File: src/rtl/regfile_pkg.sv
// Shared register-file constants and types, reused by decode and hazard units.
package regfile_pkg;
  localparam int RF_DATA_W   = 32;
  localparam int RF_NUM_REGS = 32;
  localparam int RF_ADDR_W   = $clog2(RF_NUM_REGS);

  typedef logic [RF_ADDR_W-1:0] reg_addr_t;
  typedef logic [RF_DATA_W-1:0] reg_data_t;
endpackage

File: src/rtl/regfile_busy_sb.sv
// Pending-write scoreboard: one busy bit per register, set by reservations,
// cleared by write-back, and masked on the read side when a write is forwarded.
module regfile_busy_sb
  import regfile_pkg::*;
#(
  parameter int NUM_REGS = RF_NUM_REGS,
  parameter int ADDR_W   = $clog2(NUM_REGS)
) (
  input  logic              clk,
  input  logic              rst_n,
  input  logic              i_wr_ok,
  input  logic [ADDR_W-1:0] i_wr_addr,
  input  logic              i_rsv_ok,
  input  logic [ADDR_W-1:0] i_rsv_addr,
  input  logic [ADDR_W-1:0] i_rd_addr1,
  input  logic              i_rd_ok1,
  input  logic              i_fwd1,
  input  logic [ADDR_W-1:0] i_rd_addr2,
  input  logic              i_rd_ok2,
  input  logic              i_fwd2,
  output logic              o_busy1,
  output logic              o_busy2
);
  logic [NUM_REGS-1:0] r_busy;

  // Reservation is applied after the clear so a same-address reserve wins.
  always_ff @(posedge clk or negedge rst_n) begin
    if (!rst_n) begin
      r_busy <= '0;
    end else begin
      if (i_wr_ok)  r_busy[i_wr_addr]  <= 1'b0;
      if (i_rsv_ok) r_busy[i_rsv_addr] <= 1'b1;
    end
  end

  assign o_busy1 = i_rd_ok1 && r_busy[i_rd_addr1] && !i_fwd1;
  assign o_busy2 = i_rd_ok2 && r_busy[i_rd_addr2] && !i_fwd2;
endmodule

File: src/rtl/regfile_scoreboard_mp.sv
// Register file with two combinational read ports, one write port, optional
// zero register and write-to-read bypass, plus a pending-write scoreboard.
module regfile_scoreboard_mp
  import regfile_pkg::*;
#(
  parameter int DATA_W   = RF_DATA_W,
  parameter int NUM_REGS = RF_NUM_REGS,
  parameter int ADDR_W   = $clog2(NUM_REGS),
  parameter bit ZERO_REG = 1'b1,
  parameter bit BYPASS   = 1'b1
) (
  input  logic              clk,
  input  logic              rst_n,
  input  logic [ADDR_W-1:0] rd_addr1,
  input  logic [ADDR_W-1:0] rd_addr2,
  output logic [DATA_W-1:0] rd_data1,
  output logic [DATA_W-1:0] rd_data2,
  input  logic              wr_en,
  input  logic [ADDR_W-1:0] wr_addr,
  input  logic [DATA_W-1:0] wr_data,
  input  logic              rsv_en,
  input  logic [ADDR_W-1:0] rsv_addr,
  output logic              busy1,
  output logic              busy2,
  output logic              hazard
);
  // One extra bit so NUM_REGS == 2**ADDR_W still compares correctly.
  localparam logic [ADDR_W:0] NUM_REGS_W = (ADDR_W+1)'(NUM_REGS);

  function automatic logic addr_ok(input logic [ADDR_W-1:0] a);
    return ({1'b0, a} < NUM_REGS_W) && !(ZERO_REG && (a == '0));
  endfunction

  logic [DATA_W-1:0] r_regs [NUM_REGS];

  logic w_wr_ok, w_rsv_ok, w_rd_ok1, w_rd_ok2, w_fwd1, w_fwd2;

  assign w_wr_ok  = wr_en && addr_ok(wr_addr);
  assign w_rsv_ok = rsv_en && addr_ok(rsv_addr);
  assign w_rd_ok1 = addr_ok(rd_addr1);
  assign w_rd_ok2 = addr_ok(rd_addr2);
  assign w_fwd1   = BYPASS && w_wr_ok && (wr_addr == rd_addr1);
  assign w_fwd2   = BYPASS && w_wr_ok && (wr_addr == rd_addr2);

  always_ff @(posedge clk or negedge rst_n) begin
    if (!rst_n) begin
      for (int i = 0; i < NUM_REGS; i++) r_regs[i] <= '0;
    end else if (w_wr_ok) begin
      r_regs[wr_addr] <= wr_data;
    end
  end

  assign rd_data1 = w_fwd1 ? wr_data : (w_rd_ok1 ? r_regs[rd_addr1] : '0);
  assign rd_data2 = w_fwd2 ? wr_data : (w_rd_ok2 ? r_regs[rd_addr2] : '0);

  regfile_busy_sb #(
    .NUM_REGS (NUM_REGS),
    .ADDR_W   (ADDR_W)
  ) u_busy_sb (
    .clk        (clk),
    .rst_n      (rst_n),
    .i_wr_ok    (w_wr_ok),
    .i_wr_addr  (wr_addr),
    .i_rsv_ok   (w_rsv_ok),
    .i_rsv_addr (rsv_addr),
    .i_rd_addr1 (rd_addr1),
    .i_rd_ok1   (w_rd_ok1),
    .i_fwd1     (w_fwd1),
    .i_rd_addr2 (rd_addr2),
    .i_rd_ok2   (w_rd_ok2),
    .i_fwd2     (w_fwd2),
    .o_busy1    (busy1),
    .o_busy2    (busy2)
  );

  assign hazard = busy1 | busy2;
endmodule

File: config.mk
export PLATFORM = sky130hd
export DESIGN_NAME = regfile_scoreboard_mp
export DESIGN_NICKNAME = d
export VERILOG_FILES = /design/src/rtl/regfile_pkg.sv /design/src/rtl/regfile_busy_sb.sv /design/src/rtl/regfile_scoreboard_mp.sv
export SDC_FILE = /design/constraint.sdc
export NUM_CORES = 2
export LEC_CHECK = 0
export CAP_MARGIN = 40
export CORE_MARGIN = 3
export CORE_UTILIZATION = 50
export DETAILED_ROUTE_END_ITERATION = 10
export HOLD_SLACK_MARGIN = 0.08
export PLACE_DENSITY = 0.64
export RECOVER_POWER = 100
export SLEW_MARGIN = 20
export SYNTH_ARGS = -nofsm -noshare
export SYNTH_HDL_FRONTEND = slang
export SYNTH_SLANG_ARGS = --single-unit
export TNS_END_PERCENT = 30
File: constraint.sdc
create_clock -name clk -period 3.6 [get_ports clk]
set_input_delay 0.72 -clock clk [delete_from_list [all_inputs] [get_ports clk]]
set_output_delay 0.72 -clock clk [all_outputs]
set_load 0.02 [all_outputs]
After elaboration in Yosys (flattened, before gate mapping)
Index checks and enable logic that the tools add are counted.
- output and inout port bits: 67
- bits in latches: 0
- logic and storage cells: 96
- bits in read-only memories: 0
- bits in writable memories: 0
- memories: 0
- register bits after elaboration: 1056
- mux-type cells: 23
- $mul: 0
- add/sub/neg operators: 0
- reduce and logical (&&, ||, !) cells: 21
- div/mod/pow operators: 0
- bitwise logic cells: 7
- shift operators: 0
- equality and inequality tests: 2
- $lt $le $gt $ge: 10
- operator list (cell ; number):
    $bwmux 1024 ; 1
    $mux 32 ; 11
    $bmux 32 s5 ; 2
    $demux 32 s5 ; 1
    $and 32x32->32 ; 1
    $not 32->32 ; 1
    $or 32x32->32 ; 1
    $lt 5x6->1 const B ; 4
    $logic_not 5->1 ; 4
    $ge 6x6->1 const B ; 3
    $not 5->6 ; 3
    $logic_and 1x1->1 ; 11
    $bmux 1 s5 ; 2
    $demux 1 s5 ; 2
    $eq 5x5->1 ; 2
    $ge 5x1->1 const B ; 2
    $logic_not 1->1 ; 6
    $lt 6x1->1 const B ; 1
    $mux 1 ; 4
    $or 1x1->1 ; 1

Longest topological paths before layout
- word-level depth: 9
- gate-level depth with buffers: 10

Modules after synthesis
A second synthesis with hierarchy kept.
- cells, all modules: 4016
- area total of the unflattened synthesis: 57071.0 um2
- by module, submodules not included (module ; instances ; cells each ; area each (um2)):
    regfile_scoreboard_mp ; 1 ; 3846 ; 55129.1
    regfile_busy_sb ; 1 ; 170 ; 1941.9

Least setup slack after synthesis
No wires, ideal clock.
- path kind: input-to-output
- start: in rd_addr1[1]
- end: out rd_data1[30]
- arrival time: 2.398 ns
- setup slack: 0.482 ns
- required time: 2.880 ns
- stages: 9
- cells stage by stage: buf_4 > buf_2 > buf_2 > buf_2 > mux4_2 > nand2_1 > nand3_1 > a21oi_1 > o31ai_1
- cells in the longest elaborated chain, start to end: 6
- elaborated cells on any way between the ends: 9
- ends and longest elaborated chain (item ; line ; text):
    from (decl) ; regfile_scoreboard_mp.sv:14 ; input logic [ADDR_W-1:0] rd_addr1,
    $not 5->6 (implied by the code) ; regfile_scoreboard_mp.sv:53 ; assign rd_data1 = w_fwd1 ? wr_data : (w_rd_ok1 ? r_regs[rd_addr1] : '0);
    $bmux 32 s5 ; regfile_scoreboard_mp.sv:53 ;
    $mux 32 (implied by the code) (2 in series) ; regfile_scoreboard_mp.sv:53 ;
    $mux 32 ; regfile_scoreboard_mp.sv:53 ;
    $mux 32 * ; regfile_scoreboard_mp.sv:53 ;
    to (decl) ; regfile_scoreboard_mp.sv:16 ; output logic [DATA_W-1:0] rd_data1,
Every way passes the cells marked *; elsewhere a longest branch is shown, timed or not. The select of a mux whose other input is x is not followed.

Worst setup path in the final report
- start: reg u_busy_sb.r_busy[11]
- end: out hazard
- cells in the longest elaborated chain, start to end: 5
- elaborated cells on any way between the ends: 9
- ends and longest elaborated chain (item ; line ; text):
    from (decl) ; regfile_busy_sb.sv:24 ; logic [NUM_REGS-1:0] r_busy;
    from (signal assigned) ; regfile_busy_sb.sv:29 ; r_busy <= '0;
    from (signal, indexed assignment) ; regfile_busy_sb.sv:31 ; if (i_wr_ok) r_busy[i_wr_addr] <= 1'b0;
    from (signal, indexed assignment) ; regfile_busy_sb.sv:32 ; if (i_rsv_ok) r_busy[i_rsv_addr] <= 1'b1;
    $bmux 1 s5, on equally long branches ; regfile_busy_sb.sv:36, regfile_busy_sb.sv:37 ;
    $mux 1, on equally long branches ; regfile_busy_sb.sv:36, regfile_busy_sb.sv:37 ;
    $logic_and 1x1->1, on equally long branches (2 in series) ; regfile_busy_sb.sv:36, regfile_busy_sb.sv:37 ;
    $or 1x1->1 * ; regfile_scoreboard_mp.sv:76 ; assign hazard = busy1 | busy2;
    to (decl) ; regfile_scoreboard_mp.sv:25 ; output logic hazard
Marks and branches as above.

==> summary.md <==
| Metric | Value |
|---|---|
| Yosys warns | 0 |
| Routed len/inst | 31.3 um |
| Max-slew violations | 257 |
| GRT busiest layer | met2 |
| Full die area | 120000 um^2 |
| Leading cell type in the layout, fill and taps excluded | dfrtp_1 |
| Sw frac | 28.5% |
| Min-Delay Path Class | reg -> reg |
| Die width | 346 um |
| FF-to-FF path depth | 1 |
| DR pass1 iterations | 5 |
| Crit path kind | reg -> out |
| Routed via count | 41800 |
| Worst Clk Skew | 0 ns |
| IO Port Bufs | 122 |
| CTS buffer count | 117 |
| Clk pwr share | 33.9% |
| Period utilisation layout | 103% |
| Tightest Pin Transition | 2.17 ns |
| Most frequent cells in the layout | dfrtp_1, mux2_2, buf_4 |
| Post-Layout Cell Count | 6276 |
| Residual overflow from global routing | 0 |
| Final HPWL DP | 127000 um |
| Num ports | 123 |
| GRT met1 Usage | 45.0% |
| Net Sw Power | 10400 uW |
| H-tree lvl count | 3 |
| Gate power share | 22.6% |
| Startpoint Class | register |
| Setup WS post-layout | -0.121 ns |
| Worst Hold Depth | 0 |
| Post-Syn Area per Cell | 13.4 um^2 |
| CTS sink count | 1056 |
| Total GRT Usage | 32.5% |
| CTS tree | built |
| CP arrival | 3.00 ns |
| F_max | 269 MHz |
| Yosys cell types | 50 |
| Routed wire length | 197000 um |
| First-pass GRT wire length | 289000 um |
| Total power | 36400 uW |
| FFs w/ async S/R, synth | 100% |
| Syn nets | 4365 |
| Max_cap viols | 13 |
| Ys flop type | dfrtp_1 |
| PwrDens | 531 nW/um^2 |
| Seq pwr share | 43.5% |
| Violated checks | max-capacitance violations, max-slew violations, negative setup slack |
| Final hold vios | 0 |
| Seq/Total Area, Yosys | 45.7% |
| Crit path time final | 3.72 ns |
| Top post-synthesis cells by area | dfrtp_1, mux2_2, mux4_2, mux2i_1, o21ai_0 |
| # setup viols final | 21 |
| Share of layout cells above drive strength 1 | 48.0% |
| Clk root buf | clkbuf_16 |
| Critical Path Sink Type | primary output |
| Lkg Pwr | 0.0305 uW |
| Syn Std Cell Area | 57900 um^2 |
| Nets | 4716 |
| Filler instances | 9001 |
| Critical Path RT | 2.88 ns |
| Rows | 124 |
| DRT antenna net count | 0 |
| Worst-path fanout max | 3 |
| RSZ-0062 raised after global routing | yes |
| Synth top area share | 45.7% |
| Drt initial violations | 4175 |
| Initial Util | 50.5% |
| Routing usage on met2 | 49.3% |
| Worst-Skew Late Latency | 0.69 ns |
| Number of synthesized flops with an enable pin | 0 |
| Inst Count DP | 6001 |
| Largest net degree at the start of global routing | 97 |
| Mean number of vias per cell | 6.66 |
| Initial antenna violation count | 10 |
| CTS max path bufs | 3 |
| Int Power | 26000 uW |
| Vias in the first global route | 42300 |
| Number of remaining DRC errors | 0 |
| Slew headroom | -45.0% |
| VDD IR max | 0.526 mV |
| Top cell type by total area after synthesis | dfrtp_1 |
| Core Box Area | 115000 um^2 |
| Outcome | complete, but fails checks |
| Mapped Cells | 4309 |
| Layout area overhead | 18.2% |
| Die Y | 346 um |
| Clock-pin slew on the worst setup and hold paths | 0.06 ns |
| Worst reg2reg setup slack | 2.74 ns |
| FF+latch count, synth | 1056 |
| RD Place Congestion | 0.880 |
| GRT met3 Usage | 7.50% |
[cell usage after synthesis (all sizes together), types with 6 or more instances]
cell type	instances
dfrtp	1056
mux2	1055
mux4	347
mux2i	315
buf	281
nand2	211
clkbuf	191
o21ai	177
a21oi	94
a221oi	94
nand3	68
inv	67
a22oi	64
nand2b	34
a211o	32
o211ai	32
o211a	31
o221ai	31
a221o	30
nor2	18
a22o	15
xor2	10
nand3b	8
nor3b	8
and3	6
nor2b	6
[layout make-up]
type | instances | area (um^2) | share of cell area, %
Timing Repair Buffer | 704 | 6440 | 9.41
Inverter | 68 | 258 | 0.377
Tap cell | 1512 | 1890 | 2.77
Sequential cell | 1056 | 26400 | 38.6
Antenna cell | 6 | 15.0 | 0.0220
Clock buffer | 176 | 3510 | 5.13
Multi-Input combinational cell | 2713 | 29500 | 43.1
Clock inverter | 41 | 412 | 0.602
[path summary, 6_finish.rpt]
kind,endpoint,from
worst max-delay path,hazard,u_busy_sb.r_busy[11]
worst min-delay path,r_regs[1003],r_regs[1003]
worst max register to register,r_regs[558],r_regs[558]
worst min register to register,r_regs[1003],r_regs[1003]
max in group asynchronous,r_regs[793],rst_n
min in group asynchronous,u_busy_sb.r_busy[15],rst_n
[layer usage]
metal / vias up / wire [um] / part of all wire [%]
li1: 17100 / - / -
met1: 22200 / 81600 / 41
met2: 1952 / 87700 / 45
met3: 508 / 17600 / 9.0
met4: 6 / 9720 / 4.9
met5: - / 44 / 0.022
[registers in the layout (all words and copies together), names as in the netlist]
register and count:
u_busy_sb.r_busy 32, r_regs 1024
[power by group through the flow]
stage,logic (uW),clock network (uW),registers (uW)
6_report,8220,12300,15800
2_1_floorplan,5580,0,15400
3_3_place_gp,7920,0,15800
4_1_cts,8130,12500,15700
5_1_grt,8800,12900,16100
3_5_place_dp,8070,0,15900
[metrics by stage]
step                cell area (um^2)  worst slack [ns]  util [%]  hold WS [ns]  TNS [ns]
floorplan                      57900             0.482         -         0.424         0
global placement               64300            -0.622      56.1         0.377    -21.36
detailed placement             64300            -0.647      56.1         0.383    -21.99
CTS                            68600            -0.165      59.8         0.396    -0.829
global route                   68400            -0.181      59.6         0.404    -10.63
finish                         68400            -0.121      59.7         0.392    -0.903
[cells by family (layout without fill, tap and decap cells)]
kind of cell / Yosys count / in the layout / share of synthesized area (%)
xor+xnor: 10 / 10 / 0.151
simple gates: 373 / 373 / 2.98
compound gates: 613 / 613 / 7.42
buf+inv: 540 / 989 / 4.32
mux: 1717 / 1717 / 39.5
other cells: 0 / 6 / 0
flops: 1056 / 1056 / 45.7
[repair_timing]
action                                  4_1_cts  5_1_grt
endpoints found under the hold margin        38        0
hold buffers                                  1        0
endpoints found under the setup margin       65       63
gates cloned                                  1        2
pin swaps                                    12       19
buffers inserted                              7       41
resized for setup                           219      108
[worst max-delay path, cell delays in order (launching register included)]
cell and delay [ns]:
dfrtp_1 0.42, mux4_2 0.48, mux4_2 0.54, a22oi_2 0.29
buf_6 0.15, o211ai_1 0.08, buf_4 0.18, buf_6 0.13
No activity file was read; power rests on OpenSTA's default activity.
